==> src/rtl/typing_pkg.sv <==
// typing_pkg
// Shared definitions for the typing-trainer keyboard stages.
//   state_t    : sequencer state encoding (2'b11 is unused and recovers to IDLE)
//   PROMPT_LEN : number of characters in one prompt
//   SEL_LAST   : select value of the final prompt character
//   CHAR_W_DEF : default width of key codes and prompt characters
package typing_pkg;

  typedef enum logic [1:0] {
    IDLE = 2'b00,
    RUN  = 2'b01,
    DONE = 2'b10
  } state_t;

  localparam int         PROMPT_LEN = 4;
  localparam logic [1:0] SEL_LAST   = 2'd3;
  localparam int         CHAR_W_DEF = 8;

endpackage

==> src/rtl/key_edge.sv <==
// key_edge
// Rising-edge detector for a key-available strobe. The delayed copy is
// registered every cycle, so a level held high yields exactly one edge.
// Ports:
//   clk     : clock, rising edge
//   reset_n : asynchronous active-low clear of the delay register
//   din     : level or pulse to watch
//   rise    : combinational, high in the first cycle din is seen high
module key_edge (
  input  logic clk,
  input  logic reset_n,
  input  logic din,
  output logic rise
);

  logic din_q_reg;

  always_ff @(posedge clk or negedge reset_n) begin
    if (!reset_n) begin
      din_q_reg <= 1'b0;
    end else begin
      din_q_reg <= din;
    end
  end

  assign rise = din & ~din_q_reg;

endmodule

==> src/rtl/prompt_sequencer.sv <==
// prompt_sequencer
// Walks the player through a four-character prompt by driving the select of
// the prompt mux and comparing each new keystroke with the character that mux
// returns. Advances only on a correct key, counts misses (saturating) and
// flags completion.
// Optional feature: define PROMPT_TIMEOUT_EN to add a per-character idle
// timer; when it expires it counts as a miss.
// Ports:
//   clk, reset_n : clock and asynchronous active-low reset
//   start        : pulse, begins or restarts a prompt (beats a coincident key)
//   key_valid    : key strobe, only its rising edge is used
//   key_code     : key code sampled on the key_valid rising edge
//   expected     : prompt character selected by sel (from the mux)
//   sel          : registered prompt-mux select
//   busy / done  : high in RUN / DONE
//   hit / miss   : one-cycle pulses for a correct / wrong (or timed-out) key
//   err_count    : saturating miss count for the current prompt
module prompt_sequencer
  import typing_pkg::*;
#(
  parameter int CHAR_W  = CHAR_W_DEF,
  parameter int ERR_W   = 4,
  parameter int TIMEOUT = 50_000_000
) (
  input  logic              clk,
  input  logic              reset_n,
  input  logic              start,
  input  logic              key_valid,
  input  logic [CHAR_W-1:0] key_code,
  input  logic [CHAR_W-1:0] expected,
  output logic [1:0]        sel,
  output logic              busy,
  output logic              done,
  output logic              hit,
  output logic              miss,
  output logic [ERR_W-1:0]  err_count
);

  localparam logic [ERR_W-1:0] ERR_MAX = '1;

  state_t           state_reg;
  logic [1:0]       sel_reg;
  logic [ERR_W-1:0] err_reg;
  logic             hit_reg;
  logic             miss_reg;
  logic             busy_reg;
  logic             done_reg;

  logic key_edge_w;
  logic key_match;
  logic timeout_w;

  key_edge u_key_edge (
    .clk     (clk),
    .reset_n (reset_n),
    .din     (key_valid),
    .rise    (key_edge_w)
  );

  assign key_match = (key_code == expected);

`ifdef PROMPT_TIMEOUT_EN
  localparam int              TMR_W    = (TIMEOUT > 2) ? $clog2(TIMEOUT) : 1;
  localparam logic [TMR_W-1:0] TMR_LOAD = TMR_W'(TIMEOUT - 1);

  logic [TMR_W-1:0] timer_reg;

  // Expiry only matters in RUN; the FSM ignores it elsewhere.
  assign timeout_w = (timer_reg == '0);

  // Reload on any start, on every key edge in RUN and on expiry; frozen
  // outside RUN so an idle or finished prompt never times out.
  always_ff @(posedge clk or negedge reset_n) begin
    if (!reset_n) begin
      timer_reg <= '0;
    end else if (start) begin
      timer_reg <= TMR_LOAD;
    end else if (state_reg == RUN) begin
      if (key_edge_w || timeout_w) begin
        timer_reg <= TMR_LOAD;
      end else begin
        timer_reg <= timer_reg - 1'b1;
      end
    end
  end
`else
  assign timeout_w = 1'b0;
`endif

  always_ff @(posedge clk or negedge reset_n) begin
    if (!reset_n) begin
      state_reg <= IDLE;
      sel_reg   <= '0;
      err_reg   <= '0;
      hit_reg   <= 1'b0;
      miss_reg  <= 1'b0;
      busy_reg  <= 1'b0;
      done_reg  <= 1'b0;
    end else begin
      hit_reg  <= 1'b0;
      miss_reg <= 1'b0;
      case (state_reg)
        IDLE, DONE: begin
          if (start) begin
            state_reg <= RUN;
            sel_reg   <= '0;
            err_reg   <= '0;
            busy_reg  <= 1'b1;
            done_reg  <= 1'b0;
          end
        end
        RUN: begin
          if (start) begin
            // Restart: any coincident key is discarded without a pulse.
            sel_reg <= '0;
            err_reg <= '0;
          end else if (key_edge_w) begin
            if (key_match) begin
              hit_reg <= 1'b1;
              if (sel_reg == SEL_LAST) begin
                state_reg <= DONE;
                busy_reg  <= 1'b0;
                done_reg  <= 1'b1;
              end else begin
                sel_reg <= sel_reg + 2'd1;
              end
            end else begin
              miss_reg <= 1'b1;
              if (err_reg != ERR_MAX) err_reg <= err_reg + 1'b1;
            end
          end else if (timeout_w) begin
            miss_reg <= 1'b1;
            if (err_reg != ERR_MAX) err_reg <= err_reg + 1'b1;
          end
        end
        default: begin
          state_reg <= IDLE;
          sel_reg   <= '0;
          busy_reg  <= 1'b0;
          done_reg  <= 1'b0;
        end
      endcase
    end
  end

  assign sel       = sel_reg;
  assign err_count = err_reg;
  assign hit       = hit_reg;
  assign miss      = miss_reg;
  assign busy      = busy_reg;
  assign done      = done_reg;

endmodule

==> config.mk <==
export PLATFORM = sky130hd
export DESIGN_NAME = prompt_sequencer
export DESIGN_NICKNAME = d
export VERILOG_FILES = /design/src/rtl/typing_pkg.sv /design/src/rtl/key_edge.sv /design/src/rtl/prompt_sequencer.sv
export SDC_FILE = /design/constraint.sdc
export NUM_CORES = 1
export LEC_CHECK = 0
export ABC_CLOCK_PERIOD_IN_PS = 1800
export BUFFER_PORTS_ARGS = -buffer_cell sky130_fd_sc_hd__buf_2
export CAP_MARGIN = 20
export CORE_MARGIN = 2
export CORE_UTILIZATION = 40
export DETAILED_ROUTE_END_ITERATION = 8
export PLACE_DENSITY_LB_ADDON = 0.2
export SLEW_MARGIN = 20
export SYNTH_ARGS = -nofsm -noshare
export SYNTH_HDL_FRONTEND = slang
export SYNTH_SLANG_ARGS = --single-unit
export TNS_END_PERCENT = 30
==> constraint.sdc <==
create_clock -name clk -period 1.8 [get_ports clk]
set_clock_uncertainty 0.1 [all_clocks]
set_input_delay 0.27 -clock clk [delete_from_list [all_inputs] [get_ports clk]]
set_output_delay 0.27 -clock clk [all_outputs]
set_load 0.01 [all_outputs]
* Yosys cells after proc, flatten, opt, wreduce, memory -nomap -nowiden
Cells that the tools add are included.
** Operators by class
- Reductions and logical operators :: 6
- Bitwise operators :: 2
- Equal/unequal tests :: 15
- Add/subtract/negate cells :: 2
- Muxes and demuxes :: 38
** Operators with widths (number)
- 2-bit two-way mux :: 10
- 4-bit two-way mux :: 5
- 1-bit two-way mux :: 18
- 3-bit != test (second input constant) :: 5
- 2-bit != test (second input constant) :: 5
- 5-bit AND reduction :: 2
- 8-bit == test :: 1
- 2-bit one-hot mux with 2 select lines :: 2
- 4-bit one-hot mux with 2 select lines :: 1
- 4-bit by 1-bit adder with 4-bit output (second input constant) :: 1
- 2-bit == test (second input constant) :: 2
- 4-bit != test (second input constant) :: 1
- 1-bit one-hot mux with 2 select lines :: 2
- 4-bit AND reduction :: 1
- 2-bit by 1-bit adder with 2-bit output (second input constant) :: 1
- 2-bit by 1-bit == test with 1-bit output (second input constant) :: 1
- 2-bit zero test :: 1
- 2-bit nonzero test :: 1
- 2-bit OR reduction :: 1
- 1-bit AND :: 1
- 1-bit NOT :: 1
** Storage, ports and cells
- Word-level logic and storage cells :: 71
- Bits in registers :: 13
- Bits of input ports :: 20
- Output and inout bits :: 10

* Logic depth before layout (Yosys ltp)
- Word-level depth :: 6
- Mapped depth :: 6
- Mapped depth without buffers :: 6

* By module
A second synthesis with hierarchy kept.
** Second synthesis, totals
- Cell total of the unflattened synthesis :: 68
- Area total of the unflattened synthesis :: 675.6 µm²
** Modules (own cells, without submodules)
- prompt_sequencer :: sequential area each 275.3 µm², instances 1, cells each 66, area each 636.9 µm²
- key_edge :: sequential area each 25.0 µm², instances 1, cells each 2, area each 38.8 µm²

* Worst setup path before layout
No wires, ideal clock.
- Kind :: register -> register
- Start :: reg err_reg[0] (netlist: err_count[0])
- End :: reg err_reg[3] (netlist: err_count[3])
- Buffers on the path :: 0
- Setup time :: 67 ps
- Clock period less this slack :: 1636 ps
- Stages on the path, launching flop included :: 7
- Data arrival time :: 1469 ps
- Required time :: 1633 ps
- Setup slack :: 164 ps
- Cells stage by stage :: dfrtp_1 ha_1 nand4b_1 o211ai_2 or4_1 o21ai_1 nand2b_1
** Between the ends
- Longest elaborated chain between the ends :: 6
- Elaborated cells on any way between the ends :: 9
- Classes of those cells :: add/sub: 1; eq/ne: 2; mux: 5; reduce/logical: 1
** RTL lines
- from (decl) :: line prompt_sequencer.sv:43 : logic [ERR_W-1:0] err_reg;
- from (signal assigned) :: line prompt_sequencer.sv:129 : if (err_reg != ERR_MAX) err_reg <= err_reg + 1'b1;
- from (signal assigned) :: line prompt_sequencer.sv:133 : if (err_reg != ERR_MAX) err_reg <= err_reg + 1'b1;
- 4-bit by 1-bit adder with 4-bit output
- 4-bit two-way mux :: line prompt_sequencer.sv:129
- 4-bit two-way mux :: line prompt_sequencer.sv:118 : if (key_match) begin
- 4-bit two-way mux :: line prompt_sequencer.sv:117 : end else if (key_edge_w) begin
- 4-bit two-way mux :: line prompt_sequencer.sv:113 : if (start) begin
- 4-bit one-hot mux with 2 select lines :: line prompt_sequencer.sv:102 : case (state_reg)
Several ways; a longest one is shown, not always the timed one. The select of a mux whose other input is x is not followed.
A chain may end at the register's enable or synchronous reset.

* Worst setup path in the final report
Same ends and word-level chain as after synthesis.

==> impl_metrics.csv <==
group,metric,value,unit
status,outcome,"complete, no violations",
yosys,synth_top_area_cell,"dfrtp_1",
yosys,synth-edff-count,0,
setup_path,ff2ff_path_depth,6,
global_route,grt_usage,16.2,%
setup_path,worst_setup_path_start_kind,"flip-flop",
worst_hold_path,hp-class,"in2reg",
global_route,antenna_found_initial,0,
setup_path,r2r-start,"err_count[0]",
clock_network,clk_pin_slew,0.08,ns
timing,setup_violations,0,
clock_network,cts_tree,"done",
worst_hold_path,min_to,"u_key_edge.din_q_reg",
yosys,yosysMostFrequentCell,"dfrtp_1",
floorplan,coreArea,1670,µm²
timing,final_hold_viol_count,0,
timing,period_share,95.4,%
job,cap_violations,0,
floorplan,fp.dieW,45.7,µm
global_route,grt-ovfl-total,0,
final_layout,nFillCells,145,
route,dr_total_vias,622,
setup_path,critical_path.max_fanout,5,
final_layout,multi_input_area,357,µm²
timing,relSlewSlack,71.8,%
clock_network,cts_buffer_depth,2,
yosys,ys_seq_area_share,43.2,%
route,totalWireLength,1400,µm
setup_path,cp.arrival,1.83,ns
worst_hold_path,whs_path_depth,1,
route,first_pass_iters,5,
setup_path,r2r_slack,0.08,ns
placed_design,io_buffer_count,29,
final_layout,syn_to_final_growth,30.1,%
yosys,synth_cell_types,31,
final_layout,finalNonFillerCells,119,
global_route,grt_pass1_vias,567,
timing,drv_slew,0,
global_route,grt_max_degree,13,
worst_hold_path,hp-start,"key_valid",
clock_network,clk_latency,0.27,ns
clock_network,cts_root_buf,"clkbuf_4",
placed_design,dp_cells,113,
setup_path,cp.required,1.92,ns
final_layout,fin_nets,125,
floorplan,pin_count,30,
setup_path,r2r_end,"err_count[3]",
route,dr.first_iter.drc_count,5,
timing,worstMarginPinSlew,0.421,ns
clock_network,cts-resized-gates,0,
yosys,ys_ff_latch,12,
yosys,synth_nets,90,
placed_design,dp_hpwl,1100,µm
yosys,yosysWarningCount,0,
final_layout,drive_gt1_share,38.2,%
yosys,synth_commonest_cells,"dfrtp_1, xnor2_1, inv_1",
yosys,synth.top_cell.area_share,43.2,%
timing,period_needed,1.72,ns
power,pwr_density_cell,718,nW/µm²
timing,fin_setup_tns,0,ns
timing,grt_setup_unrepaired,"no",
power,peakVddDrop,0.405,mV
yosys,synth.avg_cell_area,10.2,µm²
yosys,ys_top_cells_by_area,"dfrtp_1, xnor2_1, ha_1",
final_layout,register_area,300,µm²
setup_path,crit_path_end_kind,"flip-flop",
clock_network,htreeDepth,1,
floorplan,rows,15,
final_layout,largest_register_ffs,4,
timing,fmax,583,MHz
final_layout,diodes,0,
floorplan,initial_core_util,41.6,%
route,antenna_left,0,
global_route,grt_pass1_wl,2350,µm
route,drc,0,
floorplan,die_area,2090,µm²
clock_network,numClockSinks,12,
power,power.leakage,0.460,nW
route,wl_per_cell,11.7,µm
placed_design,place_congestion,0.708,
yosys,synthFlopType,"dfrtp_1",
setup_path,timing_worst_setup_path_type,"reg2reg",
clock_network,cts_buffers,3,
yosys,synth_area,694,µm²
yosys,netlist_instances,68,
route,via_per_inst,5.23,
floorplan,die_h,45.7,µm
yosys,async_reset_ff_share,100,%
[through the flow]
step	power, mW	util, %	setup slack (ns)	cell area (µm²)	hold slack (ns)
after floorplan	0.380	-	0.164	694	-0.126
after global placement	0.428	50.9	0.0990	850	0.0606
after detailed placement	0.430	50.9	0.00655	850	0.0679
after CTS	0.650	53.6	0.0713	896	0.0224
after global routing	0.685	54.1	0.00493	903	0.0224
final	0.649	54.1	0.0835	903	0.0274
[critical path, cell delays in order (launching register included)]
cell	delay, ns
dfrtp_1	0.41
ha_1	0.23
nand4b_1	0.11
o211ai_2	0.14
or4_1	0.42
o21ai_1	0.14
nand2b_1	0.11
[per-layer routing]
metal | global-route usage (%) | wire length, µm | vias to the layer above
met1 | 21.2 | 631 | 271
met3 | 3.57 | 90 | 3
met2 | 23.7 | 659 | 29
met4 | 10.6 | 15 | 0
li1 | - | - | 319
met5 | 0 | 0 | -
[worst max path at each step]
stage / from / to / cells past startpoint
after CTS: err_count[0] / err_count[3] / 6
final: err_count[0] / err_count[3] / 6
after global placement: expected[1] / sel[0] / 6
after floorplan: err_count[0] / err_count[3] / 6
after global routing: err_count[0] / err_count[3] / 6
after detailed placement: expected[2] / sel[0] / 6
[layout make-up]
cell class	count	share of cell area (%)
multi-input cells	48	39.5
flip-flops and latches	12	33.2
repair buffers	31	18.0
clock buffers	4	4.02
inverters	7	2.91
well taps	17	2.35
[cells in the final DEF, fill, tap and decap left out, types with 2 or more instances in the layout]
cell type	count
nor3_1	3
clkbuf_4	3
nand2b_1	2
dfrtp_1	12
o211ai_1	2
ha_1	2
xnor2_1	8
inv_1	6
nand4_1	2
buf_2	29
nor2_1	4
nand3_1	2
o22ai_1	2
nand2_1	4
[report_power, final]
group | switching (mW) | internal, mW | total [mW]
Sequential | 0.0188 | 0.285 | 0.304
Combinational | 0.0619 | 0.0649 | 0.127
Clock | 0.0950 | 0.123 | 0.218
Total | 0.176 | 0.473 | 0.649
[logic make-up after synthesis]
kind of cell | count (synthesis) | share of synthesized area, %
flops | 12 | 43.2
compound gates | 12 | 14.6
fa+ha+maj | 2 | 3.60
simple gates | 24 | 20.0
mux | 2 | 3.06
buf+inv | 8 | 5.40
xor+xnor | 8 | 10.1
[what timing repair did]
action | in CTS | in global routing
setup buffers | 0 | 1
hold buffers | 1 | 0
endpoints found under the hold margin | 12 | 0
setup endpoints to repair | 0 | 1
Power figures use the tool's default switching activity.
